`config.mk`:
```
export PLATFORM = sky130hd
export DESIGN_NAME = roic_stream_gen
export DESIGN_NICKNAME = d
export VERILOG_FILES = /design/src/rtl/roic_stream_gen.sv
export SDC_FILE = /design/constraint.sdc
export NUM_CORES = 1
export LEC_CHECK = 0
export CORE_AREA = 2 2 87 89
export CTS_CLUSTER_DIAMETER = 50
export DETAILED_ROUTE_END_ITERATION = 7
export DIE_AREA = 0 0 89 91
export GPL_ROUTABILITY_DRIVEN = 0
export PLACE_DENSITY = 0.85
export SYNTH_ARGS = -nofsm -noshare
export SYNTH_HDL_FRONTEND = slang
export SYNTH_SLANG_ARGS = --single-unit
```
`constraint.sdc`:
```
create_clock -name clk -period 2.4 [get_ports clk]
set_input_delay 0.48 -clock clk [delete_from_list [all_inputs] [get_ports clk]]
set_output_delay 0.48 -clock clk [all_outputs]
set_load 0.1 [all_outputs]
```
`src/rtl/roic_stream_gen.sv`:
```
`default_nettype none
// ============================================================================
// Module      : roic_stream_gen
// Description : Readout-IC test stream generator. Emits frames of BLOCK_LEN
//               sample blocks with optional inter-block gaps and tagged data.
//               Optional feature macro: ROIC_GEN_ERR_INJECT_EN (channel-marker
//               drop on the block following an err_inject pulse).
// Revision    : 1.0 - initial release
// ============================================================================
module roic_stream_gen #(
    parameter int DATA_WIDTH = 24,
    parameter int BLOCK_LEN  = 256
) (
    input  logic                  clk,
    input  logic                  rst_n,
    input  logic                  sync,
    input  logic                  start,
    input  logic                  stop,
    input  logic [7:0]            cfg_num_blocks,
    input  logic [7:0]            cfg_gap,
    input  logic                  err_inject,
    output logic [DATA_WIDTH-1:0] data_out,
    output logic                  valid_out,
    output logic                  channel_detected,
    output logic                  busy,
    output logic                  done,
    output logic [7:0]            block_cnt
);

    typedef enum logic [1:0] {
        ST_IDLE = 2'd0,
        ST_RUN  = 2'd1,
        ST_GAP  = 2'd2,
        ST_DONE = 2'd3
    } state_t;

    localparam logic [7:0] c_last_idx = 8'(BLOCK_LEN - 1);

    state_t                r_state, w_state_nxt;
    logic [7:0]            r_idx, w_idx_nxt;
    logic [7:0]            r_block_cnt, w_cnt_nxt;
    logic [7:0]            r_gap_cnt, w_gap_cnt_nxt;
    logic [7:0]            r_num_blocks, w_num_nxt;
    logic [7:0]            r_gap, w_gap_nxt;
    logic                  r_stop_req, w_stop_nxt;
    logic                  r_err_flag, w_err_nxt;
    logic [DATA_WIDTH-1:0] r_data, w_data_nxt;
    logic                  r_valid, w_valid_nxt;
    logic                  r_chdet, w_chdet_nxt;
    logic                  r_busy, w_busy_nxt;
    logic                  r_done, w_done_nxt;

    logic                  w_clear;
    logic                  w_err_in;
    logic                  w_emit;
    logic [7:0]            w_emit_idx;
    logic [7:0]            w_emit_blk;
    logic [7:0]            w_cnt_inc;
    logic                  w_last_block;

    assign w_clear   = !rst_n || sync;
    assign w_cnt_inc = r_block_cnt + 8'd1;

`ifdef ROIC_GEN_ERR_INJECT_EN
    assign w_err_in = err_inject;
`else
    logic w_unused_err_inject;
    assign w_unused_err_inject = err_inject;
    assign w_err_in            = 1'b0;
`endif

    // A pending stop (level or latched pulse) or reaching the programmed count ends the frame
    assign w_last_block = ((r_num_blocks != 8'd0) && (w_cnt_inc == r_num_blocks))
                          || stop || r_stop_req;

    always_ff @(posedge clk) begin
        if (w_clear) begin
            r_state      <= ST_IDLE;
            r_idx        <= '0;
            r_block_cnt  <= '0;
            r_gap_cnt    <= '0;
            r_num_blocks <= '0;
            r_gap        <= '0;
            r_stop_req   <= 1'b0;
            r_err_flag   <= 1'b0;
            r_data       <= '0;
            r_valid      <= 1'b0;
            r_chdet      <= 1'b0;
            r_busy       <= 1'b0;
            r_done       <= 1'b0;
        end else begin
            r_state      <= w_state_nxt;
            r_idx        <= w_idx_nxt;
            r_block_cnt  <= w_cnt_nxt;
            r_gap_cnt    <= w_gap_cnt_nxt;
            r_num_blocks <= w_num_nxt;
            r_gap        <= w_gap_nxt;
            r_stop_req   <= w_stop_nxt;
            r_err_flag   <= w_err_nxt;
            r_data       <= w_data_nxt;
            r_valid      <= w_valid_nxt;
            r_chdet      <= w_chdet_nxt;
            r_busy       <= w_busy_nxt;
            r_done       <= w_done_nxt;
        end
    end

    // Next-state logic computes what the registered outputs present next cycle
    always_comb begin
        w_state_nxt   = r_state;
        w_idx_nxt     = r_idx;
        w_cnt_nxt     = r_block_cnt;
        w_gap_cnt_nxt = r_gap_cnt;
        w_num_nxt     = r_num_blocks;
        w_gap_nxt     = r_gap;
        w_stop_nxt    = r_stop_req | stop;
        w_err_nxt     = r_err_flag | w_err_in;
        w_data_nxt    = '0;
        w_valid_nxt   = 1'b0;
        w_chdet_nxt   = 1'b0;
        w_done_nxt    = 1'b0;
        w_emit        = 1'b0;
        w_emit_idx    = '0;
        w_emit_blk    = r_block_cnt;

        case (r_state)
            ST_IDLE: begin
                w_stop_nxt = 1'b0;
                if (start) begin
                    w_state_nxt = ST_RUN;
                    w_cnt_nxt   = '0;
                    w_num_nxt   = cfg_num_blocks;
                    w_gap_nxt   = cfg_gap;
                    w_stop_nxt  = stop;
                    w_emit      = 1'b1;
                    w_emit_blk  = '0;
                end
            end
            ST_RUN: begin
                if (r_idx == c_last_idx) begin
                    w_cnt_nxt = w_cnt_inc;
                    if (w_last_block) begin
                        w_state_nxt = ST_DONE;
                        w_done_nxt  = 1'b1;
                    end else if (r_gap != 8'd0) begin
                        w_state_nxt   = ST_GAP;
                        w_gap_cnt_nxt = r_gap;
                    end else begin
                        w_emit     = 1'b1;
                        w_emit_blk = w_cnt_inc;
                    end
                end else begin
                    w_emit     = 1'b1;
                    w_emit_idx = r_idx + 8'd1;
                end
            end
            ST_GAP: begin
                if (stop || r_stop_req) begin
                    w_state_nxt = ST_DONE;
                    w_done_nxt  = 1'b1;
                end else if (r_gap_cnt == 8'd1) begin
                    w_state_nxt = ST_RUN;
                    w_emit      = 1'b1;
                end else begin
                    w_gap_cnt_nxt = r_gap_cnt - 8'd1;
                end
            end
            default: begin
                w_state_nxt = ST_IDLE;
                w_stop_nxt  = 1'b0;
            end
        endcase

        if (w_emit) begin
            w_valid_nxt                      = 1'b1;
            w_idx_nxt                        = w_emit_idx;
            w_data_nxt[15:8]                 = w_emit_blk;
            w_data_nxt[6]                    = w_emit_blk[0];
            w_data_nxt[DATA_WIDTH-1 -: 8]    = w_emit_idx;
            if (w_emit_idx == 8'd0) begin
                // A latched error request suppresses exactly one block marker
                w_chdet_nxt = !r_err_flag;
                if (r_err_flag) begin
                    w_err_nxt = w_err_in;
                end
            end
        end

        w_busy_nxt = (w_state_nxt != ST_IDLE);
    end

    assign data_out         = r_data;
    assign valid_out        = r_valid;
    assign channel_detected = r_chdet;
    assign busy             = r_busy;
    assign done             = r_done;
    assign block_cnt        = r_block_cnt;

endmodule
`default_nettype wire

```
==> key figures <==
Yosys
  • Synth top cells by count: 79 x nand2_1, 63 x dfxtp_1, 37 x a21oi_1
  • Syn_area_per_cell: ~8.1 um2
  • Flops & latches, synth: 63
  • Cell Area, Synth: 3330 um2
  • Async S/R FF share, synth: 0%
  • Synthesized instance count: roughly 410
  • Cell with the most instances after synthesis: nand2_1
  • Top FF cell, synth: dfxtp_1
  • Yosys warning count: 0
  • Dominant cells by area after synthesis: dfxtp_1 38%, nand2_1 8.9%, a21oi_1 5.6%, nor2_1 4.1%, ha_1 3.0%
  • Top-area cell type share of the netlist area: a little under two fifths
  • Synth cell types: 65
  • Post-synth top area cell: dfxtp_1
  • Post-synthesis sequential area ratio: 37.8%
  • Post-synth EDFFs: 0

Clocking
  • Reg clk slew, reported paths: 70 ps
  • Worst skew pair latency: 350 ps
  • Hold-fix buffers, CTS: 0
  • CTS tree: done
  • Clock root cell: clkbuf_8
  • Max Buffers Root-to-Sink: 2
  • Num CTS Buffers: 9
  • CTS Sinks: 63
  • H-tree depth: 3

Place
  • Placed instance area: 3980 um2
  • Hpwl dp: 5.82 mm
  • Port bufs: 49

Floorplan
  • Initial Util: between 40% and 50%
  • Die width: 89 um
  • Core area: about 7100 um2
  • I/O pin count: 58
  • Die ar.: 8100 um2
  • Die H: roughly 91 um
  • FP Rows: 31

Final layout
  • Final core utilization: 60.0%
  • Area Growth Syn to Fin: 28.4%
  • Fin area: 4280 um2
  • Final net count: 507
  • Diode count: 0
  • Layout cell share with drive strength beyond 1: 23.4%

Detailed routing
  • Initial DRC count: around 250
  • Final ANT Viol Nets: 0
  • Routed via count: 3261
  • WL final: 8.27 mm
  • Pre-antenna DRT Iters: 5
  • DRC viols: 0
  • Wirelength per Cell: roughly 14 um
  • DR vias/cell: 5.61

Critical path
  • CP Max Fanout: 8
  • Critical Path End Type: register
  • CP startpoint: block_cnt[1]
  • R2r startpoint: block_cnt[1]
  • WS Path Type: reg2reg
  • CP Data Required Time: 2640 ps
  • Crit path arrival time: 2590 ps
  • Startpoint Class: register

STA
  • Count of final hold-check violations: 0
  • Fin Setup TNS: 0 ps
  • Max Clock Freq: 426 MHz
  • Slew Viols, Final: 0
  • Fin crit share: 97.8%
  • Unrepaired setup endpoints after global routing: yes
  • # setup viols final: 0
  • Fin Clk Skew: 9.69 ps
  • WHS: 471 ps
  • Final Critical Period: 2350 ps

Run
  • MaxCap Viol Count: 0

Power
  • Total power: 2420 uW
  • Leak: 0.00162 uW
  • PwrDens: 565 nW/um2
  • VDD IR max: roughly 0.00035 V

Hold path
  • HP Class: reg2reg
  • Hold Path Origin: r_gap[3]

Global routing
  • Total global routing track utilization: 21.2%
  • Largest net degree at the start of global routing: 25
  • First-pass GRT wire length: approximately 14 mm
  • Initial antenna violation count: 0
  • Total congestion overflow: 0
  • Vias in the first global route: a little under 3000

Status
  • Outcome: completed
-- cells in the final DEF, fill, tap and decap left out, types with 2 or more instances in the layout --
cell type / synthesis / routed
nand2_1: 79 / 78
buf_4: 12 / 61
dfxtp_1: 63 / 55
a21oi_1: 37 / 37
nor2_1: 36 / 36
clkdlybuf4s50_1: 0 / 20
o21ai_0: 16 / 15
inv_1: 11 / 11
nand3_1: 11 / 10
clkbuf_8: 0 / 10
a31oi_1: 9 / 9
xor2_1: 7 / 7
nor3_1: 7 / 7
a311oi_1: 7 / 7
ha_1: 8 / 7
conb_1: 1 / 7
dfxtp_4: 0 / 7
xnor2_1: 6 / 6
nor4_1: 5 / 5
a31o_2: 5 / 5
a211oi_1: 5 / 4
and3_1: 3 / 3
nand4_1: 3 / 3
nand2b_1: 3 / 3
a32o_1: 3 / 3
o21a_1: 3 / 3
a22oi_1: 3 / 3
nor2b_1: 2 / 2
nand3_4: 1 / 2
and4_1: 2 / 2
or3_1: 3 / 2
o211ai_1: 2 / 2
and3b_1: 2 / 2
nand2_2: 1 / 2
a41oi_1: 2 / 2
or4_1: 3 / 2
mux2i_1: 2 / 2
o21bai_1: 2 / 2
clkinv_2: 0 / 2
bufinv_16: 0 / 2
-- kinds of logic after synthesis --
family,synth area share (%)
adders and majority gates,3.00
muxes,0.600
AOI/OAI and AO/OA,21.2
other,0.112
xor gates and xnor gates,4.95
and+or+nand+nor,25.1
buffers and inverters,7.20
DFF,37.8
-- state kept, by name, summed over array words and instances, names as in the netlist --
register	flops
r_state	2
r_gap_cnt	8
r_idx	8
done	1
r_stop_req	1
r_gap	8
data_out	16
r_num_blocks	8
block_cnt	8
channel_detected	1
busy	1
valid_out	1
-- worst paths after layout --
path / endpoint / slack [ps] / depth (start not counted)
max: r_gap_cnt[2] / 50 / 8
min: r_gap[3] / 470 / 2
max reg2reg: r_gap_cnt[2] / 50 / 8
min reg2reg: r_gap[3] / 470 / 2
-- stage by stage --
step,setup slack [ps],cells
after floorplan,-16.9,419
after global placement,82.0,562
after detailed placement,28.3,562
after CTS,38.2,580
after global routing,-10.6,581
final,52.4,581
-- per-layer routing --
metal / track usage [%] / up-vias / wire length [um]
met5: 0 / - / 0
met4: 7.71 / 0 / 96
met3: 5.09 / 9 / 618
met2: 33.9 / 154 / 4030
met1: 27.6 / 1519 / 3530
li1: - / 1579 / -
-- what timing repair did --
item                       CTS  global route
setup endpoints to repair    1            18
gates resized for setup      0             9
buffers inserted             2             1
pin swaps                    1             7
-- where the power goes --
| part | leakage (uW) | internal, uW | switching [uW] |
|---|---|---|---|
| logic | 0.000988 | 92.2 | 173 |
| clock network | 0.000120 | 672 | 420 |
| registers | 0.000516 | 1050 | 11.3 |
-- area by class of cell --
type	instances	area, um2
clock inverter	5	77.6
timing repair buffer	82	669
inverter	11	41.3
clock buffer	11	163
fill	646	2860
tap	99	124
multi-input combinational	310	1920
sequential	63	1290
-- worst max-delay path: stages (launching register included) --
cell and delay, ps:
dfxtp_4 360, ha_4 170, nand3_4 80, or4_4 510, o2111a_1 160, nor4bb_2 180, o22ai_2 320, o21ai_0 180
a32o_1 280
Note: power is estimated with default switching activity, not from simulation.
